===== src/rtl/npu_stream_pkg.sv =====
// Shared definitions for the NPU window streamer: FSM states, border modes,
// the 3x3 tap offset table and a constant clog2 helper.
package npu_stream_pkg;

    typedef enum logic [1:0] {
        ST_IDLE  = 2'd0,
        ST_RUN   = 2'd1,
        ST_DRAIN = 2'd2,
        ST_DONE  = 2'd3
    } state_t;

    localparam logic BORDER_SKIP = 1'b0;
    localparam logic BORDER_PAD  = 1'b1;

    localparam int NUM_TAPS = 9;

    // Tap offsets biased by +1 (0 means -1, 1 means 0, 2 means +1) so that all
    // coordinate arithmetic stays unsigned. Column-major tap order.
    localparam logic [1:0] TAP_DR1 [NUM_TAPS] = '{2'd0, 2'd1, 2'd2,
                                                  2'd0, 2'd1, 2'd2,
                                                  2'd0, 2'd1, 2'd2};
    localparam logic [1:0] TAP_DC1 [NUM_TAPS] = '{2'd0, 2'd0, 2'd0,
                                                  2'd1, 2'd1, 2'd1,
                                                  2'd2, 2'd2, 2'd2};

    // Ceiling log2; clog2(1) = 0.
    function automatic int clog2(input int value);
        int res;
        int rem;
        res = 0;
        rem = value - 1;
        while (rem > 0) begin
            res = res + 1;
            rem = rem >> 1;
        end
        return res;
    endfunction

endpackage


===== src/rtl/tap_skid_fifo.sv =====
// Small circular skid buffer that absorbs in-flight ROM returns while the
// downstream FIFO is full. Reports occupancy so the issuer can throttle.
module tap_skid_fifo
    import npu_stream_pkg::*;
#(
    parameter int DEPTH = 3,
    parameter int WIDTH = 8,
    localparam int PTR_W = (clog2(DEPTH) < 1) ? 1 : clog2(DEPTH),
    localparam int CNT_W = clog2(DEPTH + 1)
) (
    input  logic             clk,
    input  logic             reset,
    input  logic             push,
    input  logic [WIDTH-1:0] push_data,
    input  logic             pop,
    output logic [WIDTH-1:0] pop_data,
    output logic [CNT_W-1:0] count,
    output logic             empty
);

    logic [WIDTH-1:0] mem_q [DEPTH];
    logic [PTR_W-1:0] wr_ptr_q, wr_ptr_d;
    logic [PTR_W-1:0] rd_ptr_q, rd_ptr_d;
    logic [CNT_W-1:0] count_q, count_d;
    logic             push_ok;
    logic             pop_ok;

    assign empty    = (count_q == '0);
    assign count    = count_q;
    assign pop_data = empty ? '0 : mem_q[rd_ptr_q];

    // Pointer wrap and occupancy update; overflow/underflow requests are dropped.
    always_comb begin
        push_ok  = push && (count_q < CNT_W'(DEPTH));
        pop_ok   = pop && !empty;
        wr_ptr_d = wr_ptr_q;
        rd_ptr_d = rd_ptr_q;
        if (push_ok) begin
            wr_ptr_d = (wr_ptr_q == PTR_W'(DEPTH - 1)) ? '0 : wr_ptr_q + PTR_W'(1);
        end
        if (pop_ok) begin
            rd_ptr_d = (rd_ptr_q == PTR_W'(DEPTH - 1)) ? '0 : rd_ptr_q + PTR_W'(1);
        end
        count_d = count_q + CNT_W'(push_ok) - CNT_W'(pop_ok);
    end

    // Pointer and count registers; reset flushes the buffer.
    always_ff @(posedge clk) begin
        if (reset) begin
            wr_ptr_q <= '0;
            rd_ptr_q <= '0;
            count_q  <= '0;
        end else begin
            wr_ptr_q <= wr_ptr_d;
            rd_ptr_q <= rd_ptr_d;
            count_q  <= count_d;
        end
    end

    // Storage write; contents need no reset because the count gates reads.
    always_ff @(posedge clk) begin
        if (push_ok) begin
            mem_q[wr_ptr_q] <= push_data;
        end
    end

endmodule


===== src/rtl/npu_window_streamer.sv =====
// Walks a packed-pixel ROM and streams the 3x3 neighbourhood of every centre
// pixel into the NPU input FIFO, with lossless back-pressure via a skid buffer.
module npu_window_streamer
    import npu_stream_pkg::*;
#(
    parameter int IMG_W   = 640,
    parameter int IMG_H   = 480,
    parameter int PIX_W   = 8,
    parameter int WORD_W  = 64,
    parameter int OUT_W   = 32,
    parameter int ROM_LAT = 1,
    localparam int ADDR_W = (clog2(IMG_W * IMG_H * PIX_W / WORD_W) < 1) ? 1
                            : clog2(IMG_W * IMG_H * PIX_W / WORD_W)
) (
    input  logic              clk,
    input  logic              reset,
    input  logic              start,
    input  logic              border_mode,
    output logic              busy,
    output logic              done,
    output logic [ADDR_W-1:0] rom_addr,
    input  logic [WORD_W-1:0] rom_data,
    input  logic              fifo_full,
    output logic [OUT_W-1:0]  fifo_data,
    output logic              fifo_we
);

    localparam int LANES  = WORD_W / PIX_W;
    localparam int PA_W   = clog2(IMG_W * IMG_H);
    localparam int LANE_W = (clog2(LANES) < 1) ? 1 : clog2(LANES);
    localparam int ROW_W  = clog2(IMG_H + 2);
    localparam int COL_W  = clog2(IMG_W + 2);
    localparam int TAP_W  = clog2(NUM_TAPS);
    localparam int DEPTH  = ROM_LAT + 2;
    localparam int CNT_W  = clog2(DEPTH + 1);

    state_t             state_q, state_d;
    logic               mode_q, mode_d;
    logic [ROW_W-1:0]   row_q, row_d;
    logic [COL_W-1:0]   col_q, col_d;
    logic [TAP_W-1:0]   tap_q, tap_d;
    logic [ADDR_W-1:0]  rom_addr_q, rom_addr_d;

    logic               pipe_valid_q [ROM_LAT];
    logic               pipe_valid_d [ROM_LAT];
    logic [LANE_W-1:0]  pipe_lane_q  [ROM_LAT];
    logic [LANE_W-1:0]  pipe_lane_d  [ROM_LAT];
    logic               pipe_pad_q   [ROM_LAT];
    logic               pipe_pad_d   [ROM_LAT];

    logic [ROW_W-1:0]   row_b, row_first, row_last;
    logic [COL_W-1:0]   col_b, col_first, col_last;
    logic [PA_W-1:0]    pix_addr;
    int                 pix_int;
    logic               tap_pad;
    logic [ADDR_W-1:0]  word_addr;
    logic [LANE_W-1:0]  lane_cur;
    logic [CNT_W-1:0]   inflight;
    logic               issue;
    logic               drain_empty;

    logic [PIX_W-1:0]   lane_pix [LANES];
    logic               push_valid;
    logic [PIX_W-1:0]   push_pix;
    logic [PIX_W-1:0]   skid_head;
    logic [CNT_W-1:0]   skid_count;
    logic               skid_empty;

    // Split the ROM word into pixel lanes, lane 0 in the LSBs.
    for (genvar gi = 0; gi < LANES; gi++) begin : g_lane
        assign lane_pix[gi] = rom_data[gi*PIX_W +: PIX_W];
    end

    // Tap geometry: biased coordinates keep bounds checks free of signed wrap.
    always_comb begin
        row_first = (mode_q == BORDER_PAD) ? '0 : ROW_W'(1);
        row_last  = (mode_q == BORDER_PAD) ? ROW_W'(IMG_H - 1) : ROW_W'(IMG_H - 2);
        col_first = (mode_q == BORDER_PAD) ? '0 : COL_W'(1);
        col_last  = (mode_q == BORDER_PAD) ? COL_W'(IMG_W - 1) : COL_W'(IMG_W - 2);
        row_b     = row_q + ROW_W'(TAP_DR1[tap_q]);
        col_b     = col_q + COL_W'(TAP_DC1[tap_q]);
        tap_pad   = (row_b == '0) || (row_b > ROW_W'(IMG_H))
                 || (col_b == '0) || (col_b > COL_W'(IMG_W));
        pix_addr  = PA_W'(row_b - ROW_W'(1)) * PA_W'(IMG_W) + PA_W'(col_b - COL_W'(1));
        pix_int   = int'(pix_addr);
        word_addr = ADDR_W'(pix_int / LANES);
        lane_cur  = LANE_W'(pix_int % LANES);
    end

    // Count taps currently travelling through the ROM latency pipeline.
    always_comb begin
        inflight = '0;
        for (int i = 0; i < ROM_LAT; i++) begin
            inflight = inflight + CNT_W'(pipe_valid_q[i]);
        end
    end

    // Issue only when every outstanding tap is guaranteed a skid slot.
    assign issue = (state_q == ST_RUN)
                && ((int'(inflight) + int'(skid_count)) < DEPTH);

    // Last write leaves this cycle: nothing in flight and at most the popping entry.
    assign drain_empty = (inflight == '0)
                      && (skid_empty || ((skid_count == CNT_W'(1)) && fifo_we));

    // Next-state, scan counters and held ROM address.
    always_comb begin
        state_d    = state_q;
        mode_d     = mode_q;
        row_d      = row_q;
        col_d      = col_q;
        tap_d      = tap_q;
        rom_addr_d = (issue && !tap_pad) ? word_addr : rom_addr_q;
        case (state_q)
            ST_IDLE: begin
                if (start) begin
                    state_d = ST_RUN;
                    mode_d  = border_mode;
                    row_d   = (border_mode == BORDER_PAD) ? '0 : ROW_W'(1);
                    col_d   = (border_mode == BORDER_PAD) ? '0 : COL_W'(1);
                    tap_d   = '0;
                end
            end
            ST_RUN: begin
                if (issue) begin
                    if (tap_q == TAP_W'(NUM_TAPS - 1)) begin
                        tap_d = '0;
                        if (col_q == col_last) begin
                            col_d = col_first;
                            if (row_q == row_last) begin
                                state_d = ST_DRAIN;
                            end else begin
                                row_d = row_q + ROW_W'(1);
                            end
                        end else begin
                            col_d = col_q + COL_W'(1);
                        end
                    end else begin
                        tap_d = tap_q + TAP_W'(1);
                    end
                end
            end
            ST_DRAIN: begin
                if (drain_empty) begin
                    state_d = ST_DONE;
                end
            end
            ST_DONE: begin
                state_d = ST_IDLE;
            end
            default: begin
                state_d = ST_IDLE;
            end
        endcase
    end

    // Lane index and pad flag travel alongside the ROM read.
    always_comb begin
        pipe_valid_d[0] = issue;
        pipe_lane_d[0]  = lane_cur;
        pipe_pad_d[0]   = tap_pad;
        for (int i = 1; i < ROM_LAT; i++) begin
            pipe_valid_d[i] = pipe_valid_q[i-1];
            pipe_lane_d[i]  = pipe_lane_q[i-1];
            pipe_pad_d[i]   = pipe_pad_q[i-1];
        end
    end

    // Control and pipeline registers; reset aborts any frame in progress.
    always_ff @(posedge clk) begin
        if (reset) begin
            state_q    <= ST_IDLE;
            mode_q     <= BORDER_SKIP;
            row_q      <= '0;
            col_q      <= '0;
            tap_q      <= '0;
            rom_addr_q <= '0;
            for (int i = 0; i < ROM_LAT; i++) begin
                pipe_valid_q[i] <= 1'b0;
                pipe_lane_q[i]  <= '0;
                pipe_pad_q[i]   <= 1'b0;
            end
        end else begin
            state_q    <= state_d;
            mode_q     <= mode_d;
            row_q      <= row_d;
            col_q      <= col_d;
            tap_q      <= tap_d;
            rom_addr_q <= rom_addr_d;
            for (int i = 0; i < ROM_LAT; i++) begin
                pipe_valid_q[i] <= pipe_valid_d[i];
                pipe_lane_q[i]  <= pipe_lane_d[i];
                pipe_pad_q[i]   <= pipe_pad_d[i];
            end
        end
    end

    // Padded taps emerge as zero without touching the ROM data.
    assign push_valid = pipe_valid_q[ROM_LAT-1];
    assign push_pix   = pipe_pad_q[ROM_LAT-1] ? '0 : lane_pix[pipe_lane_q[ROM_LAT-1]];

    tap_skid_fifo #(
        .DEPTH (DEPTH),
        .WIDTH (PIX_W)
    ) u_skid (
        .clk       (clk),
        .reset     (reset),
        .push      (push_valid),
        .push_data (push_pix),
        .pop       (fifo_we),
        .pop_data  (skid_head),
        .count     (skid_count),
        .empty     (skid_empty)
    );

    assign fifo_we   = !skid_empty && !fifo_full;
    assign fifo_data = OUT_W'(skid_head);
    assign rom_addr  = rom_addr_d;
    assign busy      = (state_q == ST_RUN) || (state_q == ST_DRAIN);
    assign done      = (state_q == ST_DONE);

endmodule


===== config.mk =====
export PLATFORM = sky130hd
export DESIGN_NAME = npu_window_streamer
export DESIGN_NICKNAME = d
export VERILOG_FILES = /design/src/rtl/npu_stream_pkg.sv /design/src/rtl/tap_skid_fifo.sv /design/src/rtl/npu_window_streamer.sv
export SDC_FILE = /design/constraint.sdc
export NUM_CORES = 1
export LEC_CHECK = 0
export CAP_MARGIN = 10
export CORE_ASPECT_RATIO = 1.4
export CORE_MARGIN = 2
export CORE_UTILIZATION = 40
export DETAILED_ROUTE_END_ITERATION = 12
export GPL_ROUTABILITY_DRIVEN = 0
export SYNTH_ARGS = -nofsm -noshare
export SYNTH_HDL_FRONTEND = slang
export SYNTH_HIERARCHICAL = 1
export SYNTH_SLANG_ARGS = --single-unit

===== constraint.sdc =====
create_clock -name clk -period 8.59 [get_ports clk]
set_input_delay 1.718 -clock clk [delete_from_list [all_inputs] [get_ports clk]]
set_output_delay 1.718 -clock clk [all_outputs]
set_load 0.01 [all_outputs]

==> results.yml <==
timing:
  relSlewSlack_pct: 29.4
  period_share_pct: 94.5
  worstMarginPinSlew_ns: 1.06
  setup_tns_ns: 0
  rsz0062_at_grt: "false"
  period_minus_slack_ns: 8.12
  finalHoldViolCount: 0
  max_freq_mhz: 123
  clock_skew_ns: 0.0127
  maxSlewViolCount: 0
  setup_viol: 0
yosys:
  async_flop_share_pct: 0
  ys_ff_latch: 79
  synth_top_flop_cell: "dfxtp_1"
  synth_edf_count: 24
  yosysSeqAreaShare_pct: 29.7
  yosys.cell_types.count: 71
  syn_area_per_cell_sq_um: 9.14
  yosys_warnings: 6
  syn-cell-area_sq_mm: 0.00614
  synthCells: 671
placed_design:
  portBuffers: 95
  dpl.hpwl_mm: 10.9
  dp_cells: 927
route:
  wl_met2_mm: 7.39
  drt-met1-wl_mm: 5.69
  first_pass_iters: 4
  wl_met3_microns: 588
  detailedRoute.firstIterationViolations: 176
  drc: 0
  maxUsedRoutingLayer: "met4"
  vias: 4796
  ant_nets: 0
  vias_per_cell: 5.08
  totalWireLength_mm: 13.9
  avgRoutedWirePerCell_microns: 14.7
clock_tree:
  cts_buffers: 9
  cts_tree: "done"
  htreeDepth: 3
  clockRootBuffer: "clkbuf_16"
  path_clk_slew_ns: 0.06
  clock-sinks: 79
  hold_buffers: 0
  cts_max_path_buffers: 2
  clkLatencyLatePin_ns: 0.34
final_layout:
  fin_util_pct: 49.6
  layout-drive-gt1-share_pct: 10.4
  layout.cells.non_filler: 945
  fin_nets: 867
  antenna_cells: 0
  area_growth_pct: 21.1
critical_path:
  path_class: "reg -> out"
  cpMostUsedCell: "inv_1"
  start_kind: "flip-flop"
  critPathMaxStageDelay_ns: 0.60
  slowest_stage: "or4b_2"
  end_kind: "primary output"
  reg2reg_depth: 27
  path_max_fanout: 7
  cp.required_ns: 6.87
  critPathArrivalTime_ns: 6.40
floorplanning:
  core_area_sq_mm: 0.0150
  fp.dieW_microns: 109
  initial_core_util_pct: 40.9
  fp-row-count: 53
  die_area_sq_mm: 0.0164
  die_h_microns: 151
  ioPinCount: 120
global_routing:
  grt_remaining_overflow: 0
  groute.usage.overall_pct: 17.6
  grt_pass1_vias: 4966
  antenna_found_initial: 0
  grt_first_pass_wirelength_mm: 23.0
  grt_max_degree: 44
worst_hold_path:
  hold_path_class: "reg -> reg"
  holdPathStages: 2
run_status:
  outcome: "finished, final reports clean"
flow_run:
  drv_cap: 0
[stage by stage]
| step | hold slack (ns) | area (sq um) | setup slack (ns) |
|---|---|---|---|
| detailed placement | 0.467 | 7090 | 0.481 |
| floorplan | 0.444 | 6220 | 1.43 |
| global placement | 0.457 | 7090 | 0.682 |
| global route | 0.505 | 7430 | 0.00955 |
| finish | 0.472 | 7430 | 0.472 |
| CTS | 0.475 | 7360 | 0.0540 |
[worst max-delay path, delay by kind of cell (launching register included)]
family	cells	cell delay, ns
fa+ha+maj	6	1.95
mux	2	0.21
xor+xnor	2	0.31
compound gates	9	1.33
simple gates	4	1.07
flops	1	0.38
buf+inv	5	0.82
[layout make-up]
| class | count | area [sq um] |
|---|---|---|
| multi-input combinational | 525 | 3980 |
| clock inverter | 3 | 21.3 |
| sequential | 79 | 1820 |
| clock buffer | 13 | 250 |
| fill | 1482 | 7550 |
| timing repair buffer | 100 | 988 |
| inverter | 33 | 124 |
| tap | 192 | 240 |
[cell families (layout without fill, tap and decap cells)]
kind of cell             after synthesis  after routing  synth area share (%)
XOR/XNOR                              70             70                  10.5
multiplexers                          58             58                  13.5
AND/OR/NAND/NOR                      236            236                  18.6
adder cells (fa/ha/maj)               50             50                  10.7
flip-flops                            79             79                  29.7
other                                  1             24                0.0611
AO/OA/AOI/OAI                         87             87                  9.34
buffers and inverters                 90            149                  7.61
[timing repair]
item | CTS | global route
resized for setup | 0 | 13
endpoints found under the setup margin | 0 | 3
setup buffers | 0 | 2
[layout by cell type, fill, tap and decap left out, drive strengths merged, types with 14 or more instances in the layout]
| cell type | count |
|---|---|
| conb | 24 |
| dfxtp | 55 |
| a21oi | 37 |
| nor2b | 23 |
| inv | 33 |
| nor3 | 17 |
| mux2 | 18 |
| xnor2 | 42 |
| nand3 | 19 |
| xor2 | 27 |
| nor2 | 90 |
| mux4 | 16 |
| clkdlybuf4s50 | 95 |
| ha | 46 |
| o21ai | 14 |
| nand2 | 43 |
| mux2i | 24 |
| edfxtp | 24 |
[synth_stat cells, drive strengths merged (2+ instances only)]
library cell  instances  area share [%]
mux4                 16             5.9
inv                  33             2.0
o211ai                2            0.24
a211oi                3            0.37
edfxtp               24              12
nor2b                23             2.3
nand2b                4            0.41
dfxtp                55              18
xor2                 27             4.0
ha                   46             9.4
fa                    4             1.3
mux2i                24             3.9
clkbuf               12            0.73
xnor2                42             6.1
o32ai                 2            0.29
o21ai                14             1.2
or2                   5            0.51
nand4                10             1.0
and2                  7            0.71
nand3                19             1.6
o22ai                 2            0.20
and3                  3            0.31
nor3b                 3            0.45
o21bai                5            0.61
mux2                 18             3.7
buf                  45             4.9
nor2                 90             5.5
a21o                  4            0.49
a32oi                 4            0.57
a21oi                37             3.3
and4                  2            0.33
nor3                 17             1.6
or3                   3            0.31
nand2                43             2.6
a211o                 2            0.29
nor4                  2            0.20
[routing by layer]
layer / up-vias / global-route usage (%)
li1: 2434 / -
met1: 2239 / 19.4
met2: 103 / 32.9
met3: 20 / 2.99
met4: 0 / 6.60
met5: - / 0
[worst paths after layout]
| check | startpoint | end | slack (ns) |
|---|---|---|---|
| min | rom_addr_q[5]$_SDFF_PP0_ | rom_addr_q[5]$_SDFF_PP0_ | 0.47 |
| max | tap_q[1]$_SDFFE_PP0P_ | rom_addr[14] | 0.47 |
| max reg2reg | tap_q[1]$_SDFFE_PP0P_ | rom_addr_q[15]$_SDFF_PP0_ | 2.83 |
| min reg2reg | rom_addr_q[5]$_SDFF_PP0_ | rom_addr_q[5]$_SDFF_PP0_ | 0.47 |
[registers in the layout (all words and copies together) (netlist names), 2 cells and up, named ones only]
name,flops
col_q,10
pipe_lane_q,3
rom_addr_q,16
row_q,9
state_q,2
tap_q,4
u_skid/count,2
u_skid/mem_q,24
u_skid/rd_ptr_q,2
u_skid/wr_ptr_q,2
Power is not shown: default switching activity piles up to over one toggle a cycle in this logic, so the estimate is an artifact.
